File: src/rtl/traffic_pkg.sv
// Shared lamp codes and state encodings for the highway/country junction controller.
package traffic_pkg;

    localparam logic [1:0] RED    = 2'd0;
    localparam logic [1:0] YELLOW = 2'd1;
    localparam logic [1:0] GREEN  = 2'd2;
    localparam logic [1:0] OFF    = 2'd3;

    typedef enum logic [2:0] {
        S_HG   = 3'd0,
        S_HY   = 3'd1,
        S_AR_C = 3'd2,
        S_CG   = 3'd3,
        S_CY   = 3'd4,
        S_AR_H = 3'd5,
        S_FL   = 3'd6
    } state_t;

endpackage

File: src/rtl/traffic_dwell_timer.sv
// Saturating dwell counter: counts cycles spent in the current state, cleared on restart.
module traffic_dwell_timer #(
    parameter int CNT_W = 8
) (
    input  logic             clk,
    input  logic             clear,
    input  logic             restart,
    output logic [CNT_W-1:0] cnt
);

    always_ff @(posedge clk) begin
        if (clear || restart) begin
            cnt <= '0;
        end else if (cnt != '1) begin
            cnt <= cnt + 1'b1;
        end
    end

endmodule

File: src/rtl/traffic_ctrl_param.sv
// Highway/country junction controller: Moore FSM with min/max greens, all-red clearance and flash mode.
module traffic_ctrl_param
    import traffic_pkg::*;
#(
    parameter int Y2R_CYC         = 3,
    parameter int R2G_CYC         = 2,
    parameter int HWY_MIN_GREEN   = 8,
    parameter int CNTRY_MAX_GREEN = 16,
    parameter int FLASH_HALF      = 4,
    parameter int CNT_W           = 8
) (
    input  logic       clk,
    input  logic       clear,
    input  logic       x,
    input  logic       flash,
    output logic [1:0] hwy,
    output logic [1:0] cntry,
    output logic [2:0] state_o
);

    localparam logic [CNT_W-1:0] Y2R_LAST   = CNT_W'(Y2R_CYC - 1);
    localparam logic [CNT_W-1:0] R2G_LAST   = CNT_W'(R2G_CYC - 1);
    localparam logic [CNT_W-1:0] HMIN_LAST  = CNT_W'(HWY_MIN_GREEN - 1);
    localparam logic [CNT_W-1:0] CMAX_LAST  = CNT_W'(CNTRY_MAX_GREEN - 1);
    localparam logic [CNT_W-1:0] FLASH_LAST = CNT_W'(FLASH_HALF - 1);

    state_t            state;
    state_t            state_next;
    logic              blink;
    logic              blink_next;
    logic              restart;
    logic [CNT_W-1:0]  cnt;

    traffic_dwell_timer #(.CNT_W(CNT_W)) u_timer (
        .clk     (clk),
        .clear   (clear),
        .restart (restart),
        .cnt     (cnt)
    );

    always_ff @(posedge clk) begin
        if (clear) begin
            state <= S_HG;
            blink <= 1'b0;
        end else begin
            state <= state_next;
            blink <= blink_next;
        end
    end

    always_comb begin
        state_next = state;
        blink_next = 1'b0;
        restart    = 1'b0;
        if (flash && state != S_FL) begin
            state_next = S_FL;
        end else begin
            case (state)
                S_HG:   if (x && cnt >= HMIN_LAST)        state_next = S_HY;
                S_HY:   if (cnt == Y2R_LAST)              state_next = S_AR_C;
                S_AR_C: if (cnt == R2G_LAST)              state_next = S_CG;
                S_CG:   if (!x || cnt == CMAX_LAST)       state_next = S_CY;
                S_CY:   if (cnt == Y2R_LAST)              state_next = S_AR_H;
                S_AR_H: if (cnt == R2G_LAST)              state_next = S_HG;
                S_FL: begin
                    if (!flash) begin
                        state_next = S_AR_H;
                    end else begin
                        // Each half-period restarts the counter and flips the lamp phase.
                        blink_next = blink;
                        if (cnt == FLASH_LAST) begin
                            blink_next = ~blink;
                            restart    = 1'b1;
                        end
                    end
                end
                default: state_next = S_HG;
            endcase
        end
        if (state_next != state) begin
            restart = 1'b1;
        end
    end

    always_comb begin
        hwy     = RED;
        cntry   = RED;
        state_o = state;
        case (state)
            S_HG: hwy   = GREEN;
            S_HY: hwy   = YELLOW;
            S_CG: cntry = GREEN;
            S_CY: cntry = YELLOW;
            S_FL: begin
                hwy   = blink ? OFF : YELLOW;
                cntry = blink ? OFF : RED;
            end
            default: ;
        endcase
    end

endmodule

File: config.mk
export PLATFORM = sky130hd
export DESIGN_NAME = traffic_ctrl_param
export DESIGN_NICKNAME = d
export VERILOG_FILES = /design/src/rtl/traffic_pkg.sv /design/src/rtl/traffic_dwell_timer.sv /design/src/rtl/traffic_ctrl_param.sv
export SDC_FILE = /design/constraint.sdc
export NUM_CORES = 1
export LEC_CHECK = 0
export BUFFER_PORTS_ARGS = -buffer_cell sky130_fd_sc_hd__buf_2
export CORE_UTILIZATION = 57
export DETAILED_ROUTE_END_ITERATION = 8
export PLACE_DENSITY = 0.87
export SLEW_MARGIN = 30
export SYNTH_ARGS = -nofsm -noshare
export SYNTH_HDL_FRONTEND = slang
export SYNTH_SLANG_ARGS = --single-unit
File: constraint.sdc
create_clock -name clk -period 6.1 [get_ports clk]
set_input_delay 0.61 -clock clk [delete_from_list [all_inputs] [get_ports clk]]
set_output_delay 0.61 -clock clk [all_outputs]
set_load 0.05 [all_outputs]
; ---- After elaboration in Yosys (flattened, before gate mapping)
; Cells that the tools add are included.
; W data, S select, Z words.
[totals]
ff_bits = 12
inputBits = 4
elab_cells = 46
[op_classes]
addsub = 1
magnitude_cmp = 1
n_eq_ne = 13
muxes = 18
n_bitwise = 3
reduce_logical = 7
[ops]
columns = cell, count
row1 = $mux W3, 8
row2 = $pmux W3 S7, 1
row3 = $eq A8 B2 Y1 const B, 2
row4 = $pmux W2 S3, 2
row5 = $eq A3 B3 Y1 const B, 3
row6 = $add A8 B1 Y8 const B, 1
row7 = $eq A8 B1 Y1 const B, 1
row8 = $eq A8 B4 Y1 const B, 1
row9 = $ge A8 B3 Y1 const B, 1
row10 = $ne A8 B8 Y1 const B, 1
row11 = $eq A3 B2 Y1 const B, 2
row12 = $mux W1, 5
row13 = $mux W2, 2
row14 = $reduce_or A4 Y1, 1
row15 = $eq A3 B1 Y1 const B, 1
row16 = $logic_not A3 Y1, 1
row17 = $ne A3 B3 Y1, 1
row18 = $ne A3 B3 Y1 const B, 1
row19 = $not A1 Y1, 3
row20 = $logic_and A1 B1 Y1, 2
row21 = $logic_or A1 B1 Y1, 2
row22 = $logic_not A1 Y1, 1

; ---- Logic depth before layout (Yosys ltp)
[depth]
word_depth = 8
ltp_mapped = 8
mapped_depth_nobuf = 7

; ---- By module
; A second synthesis with hierarchy kept.
[hier_totals]
cells_unflattened = 121
area_unflattened_um2 = 945.9
[by_module_without_submodules]
columns = module, instances, cells_each, area_per_inst_um2, seq_area_each_um2
row1 = traffic_ctrl_param, 1, 71, 523.0, 80.1
row2 = traffic_dwell_timer, 1, 50, 422.9, 160.2

; ---- Worst setup path before layout
; OpenSTA, ideal clock, no wires.
[synth_path]
kind = register -> output
from = register state[2] (netlist: state_o[2])
to = output cntry[0]
arrival_ns = 2.246
t_required_ns = 5.490
setup_slack_ns = 3.244
path_stages_with_launch = 4
cell_sequence = dfxtp_1 buf_2 inv_1 a211oi_1
[synth_via]
elab_chain_cells = 2
elab_cells_between_ends = 4
cone_classes = eq/ne: 3 / mux: 1
[synth_rtl]
columns = item, line
row1 = from (decl), traffic_ctrl_param.sv:27  ; state_t state;
row2 = from (signal assigned), traffic_ctrl_param.sv:46  ; state <= state_next;
row3 = $eq A3 B3 Y1 or $eq A3 B2 Y1 (tied branches), traffic_ctrl_param.sv:89  ; case (state)
row4 = $pmux W2 S3 *, traffic_ctrl_param.sv:89
row5 = to (decl), traffic_ctrl_param.sv:17  ; output logic [1:0] cntry,
; Mark *: on every way between the ends. The rest lies on a longest branch, timed or not.

; ---- Worst setup path in the final report
[layout_path]
from = register u_timer.cnt[0]
to = register u_timer.cnt[1]
[layout_via]
elab_chain_cells = 8
elab_cells_between_ends = 24
cone_classes = add/sub: 1 / order compare: 1 / eq/ne: 6 / mux: 13 / reduce/logical: 3
[layout_rtl]
columns = item, line
row1 = from (decl), traffic_dwell_timer.sv:8  ; output logic [CNT_W-1:0] cnt
row2 = from (signal assigned), traffic_dwell_timer.sv:15  ; cnt <= cnt + 1'b1;
row3 = $ge A8 B3 Y1 or $eq A8 B4 Y1 (tied branches), "traffic_ctrl_param.sv:59, traffic_ctrl_param.sv:62"
row4 = $logic_and A1 B1 Y1 or $logic_or A1 B1 Y1 (tied branches), "traffic_ctrl_param.sv:59, traffic_ctrl_param.sv:62"
row5 = "$mux W3, on equally long branches", "traffic_ctrl_param.sv:59, traffic_ctrl_param.sv:62"
row6 = $pmux W3 S7, traffic_ctrl_param.sv:58  ; case (state)
row7 = $mux W3, traffic_ctrl_param.sv:55  ; if (flash && state != S_FL) begin
row8 = $ne A3 B3 Y1, traffic_ctrl_param.sv:80  ; if (state_next != state) begin
row9 = $mux W1, traffic_ctrl_param.sv:80
row10 = $logic_or A1 B1 Y1, traffic_dwell_timer.sv:12  ; if (clear || restart) begin
; Several ways; a longest one is shown, not always the timed one.
; A chain may end at the register's enable or synchronous reset.

==> impl_results.md <==
- Worst Path Required: between 6000 and 7000 ps
- CTS root buffer: clkbuf_4
- Num rows: 13
- Hold Path Class: input port to flop
- Setup TNS Final: 0 ps
- Startpoint types: flop
- DRT Pass-1 Iters: 4
- Final setup fails: 0
- First-pass GRT wire length: approximately 3000 um
- Combinational family with the most area after synthesis: simple AND/OR/NAND/NOR gates
- Slew margin rel.: 0.598
- Hold Violations, Final: 0
- Clk sinks: 12
- Async SR Flop Fraction: 0
- Die Height: 41.4 um
- Setup WS post-layout: between 3000 and 4000 ps
- Placed inst area: 915 sq um
- Clock buffer depth: 2
- Most frequent cells in the layout: nor2_1 (13), dfxtp_1 (12), nand3_1 (11), buf_2 (10)
- Leak: 0.387 nW
- Post-Synth Adder-Cell Area: 0.0425
- Cell area after layout: between 900 and 1000 sq um
- Layout Nets: 129
- PortBufs: 10
- Total of warnings raised by yosys: 0
- Gpl congestion: approximately 0.9
- Synth cell types: 36
- Syn Nets: approximately 120
- Most common cell after layout, fill and taps aside: nor2_1
- Via count: 850
- Crit path capture type: flop
- Crit path DAT: between 2000 and 3000 ps
- Clk_skew: 4.20 ps
- CP Class: flop to flop
- N_diodes: 0
- Main synth FF type: dfxtp_1
- Avg Inst Size Synth: around 7.7 sq um
- Share of layout cells above drive strength 1: 0.182
- Post-synthesis compound-gate area fraction: 0.262
- Final min period: 2480 ps
- Mean number of vias per cell: 6.25
- Number of gates resized after cts: 0
- DIE AREA: between 1500 and 2000 sq um
- Number of global-route vias before repair: roughly 650
- Wirelength per Cell: between 10 and 15 um
- DP Worst Slack: 3660 ps
- Post-DRT Antenna Nets: 0
- Hold-fix buffers, CTS: 0
- Grt ovf: 0
- Slew @ Worst Pin: 598 ps
- XOR/XNOR Fraction of Synth Area: 0.0198
- Worst VDD drop: 0.000106 V
- Fin crit share: 0.406
- Fmax: roughly 400 MHz
- Synthesis-stage register bit count: 12
- Max-Cap Viols: 0
- Hold WS: about 550 ps
- Post-synth EDFFs: 0
- Synth Instances: approximately 110
- Sequential area share after synthesis: 0.272
- Dpl hpwl: 1400 um
- RSZ-0062 raised after global routing: no
- # Post-CTS Setup Buffers: 0
- Gr usage total: 0.264
- Overall power: between 0.15 and 0.2 mW
- Number of fillers in the final layout: 117
- CP Max Fanout: 8
- Initial antenna violation count: 0
- Synthesized area: about 900 sq um
- I/O pins: 11
- Initial Util: 0.647
- Clk slew on worst S/H paths: approximately 80 ps
- Die W: 41.4 um
- Dpl cells: approximately 130
- DRC violations left: 0
- Syn-to-layout area delta: 7.65%
- Final WL: ~2000 um
- Total CTS buffers: 3
- CTS tree: yes
- Multiplexer share of the synthesized area: 0.0127
- Post-synthesis simple-gate area fraction: 0.319
- Pins Over Slew Limit: 0
- Post-layout util: 0.696
- DR iter-0 viols: 32
- Run status: complete, no violations
- Htree depth: 1
- Pin count of the biggest net entering global routing: 17
- Core area: approximately 1400 sq um
- Clock Latency Late Sink: ~270 ps
- Post-Layout Cell Count: approximately 140
- Pwr Density: approximately 200 nW/um^2
==> synthesized netlist by cell type (2+ instances only) <==
master / count / area share
inv_1: 7 / 0.030
and3_1: 4 / 0.028
ha_1: 3 / 0.042
a211oi_2: 2 / 0.028
nor3b_1: 2 / 0.017
a2111oi_2: 2 / 0.034
dfxtp_1: 12 / 0.27
clkbuf_1: 2 / 0.0085
xnor2_1: 2 / 0.020
nor3_1: 3 / 0.017
buf_2: 3 / 0.017
nand3_1: 11 / 0.062
a21oi_1: 5 / 0.028
nand2_1: 7 / 0.030
nor2_1: 13 / 0.055
a31oi_1: 6 / 0.042
a21o_1: 2 / 0.017
o21ai_0: 7 / 0.040
and3b_1: 4 / 0.040
==> path summary, 6_finish.rpt <==
check                              start                     endpoint  slack [ps]  cells after the start
max          u_timer.cnt[0]$_SDFFE_PP0P_  u_timer.cnt[1]$_SDFFE_PP0P_        3620                      6
min                                clear        state_o[1]$_SDFF_PP0_         550                      2
max reg2reg  u_timer.cnt[0]$_SDFFE_PP0P_  u_timer.cnt[1]$_SDFFE_PP0P_        3620                      6
min reg2reg  u_timer.cnt[1]$_SDFFE_PP0P_  u_timer.cnt[1]$_SDFFE_PP0P_         590                      2
==> report_power, final <==
part | leakage, nW | switching [mW] | internal (mW) | total [mW]
logic | 0.268 | 0.0253 | 0.0126 | 0.0379
registers | 0.0977 | 0.00684 | 0.0808 | 0.0876
clock network | 0.0210 | 0.0279 | 0.0363 | 0.0642
==> worst max-delay path, cell delays in order (launching register included) <==
cell	delay, ps
dfxtp_1	360
ha_1	290
and3_1	310
a2111oi_2	380
o22ai_1	120
or4_1	700
a211oi_2	240
==> registers in the layout, summed over array words and instances (netlist names) <==
signal	flops
blink	1
u_timer.cnt	8
state_o	3
==> cell families (layout without fill, tap and decap cells) <==
logic type	Yosys count	count (layout)
adder cells (fa/ha/maj)	3	3
AO/OA/AOI/OAI	32	32
multiplexers	1	1
XOR/XNOR	2	2
buffers and inverters	14	21
AND/OR/NAND/NOR	50	50
flip-flops	12	12
==> per-layer routing <==
| metal | GRT usage | share of wire | vias to the layer above |
|---|---|---|---|
| li1 | - | - | 435 |
| met1 | 0.354 | 0.50 | 389 |
| met2 | 0.406 | 0.43 | 22 |
| met3 | 0.0585 | 0.046 | 4 |
| met4 | 0.105 | 0.014 | 0 |
| met5 | 0 | 0 | - |
==> cell type report <==
class	count	area, sq um	area share
multi-input cells	88	579	0.609
flip-flops and latches	12	240	0.253
repair buffers	10	50.0	0.0526
clock buffers	4	36.3	0.0382
inverters	7	26.3	0.0276
well taps	15	18.8	0.0197
No activity file was read; power rests on OpenSTA's default activity.
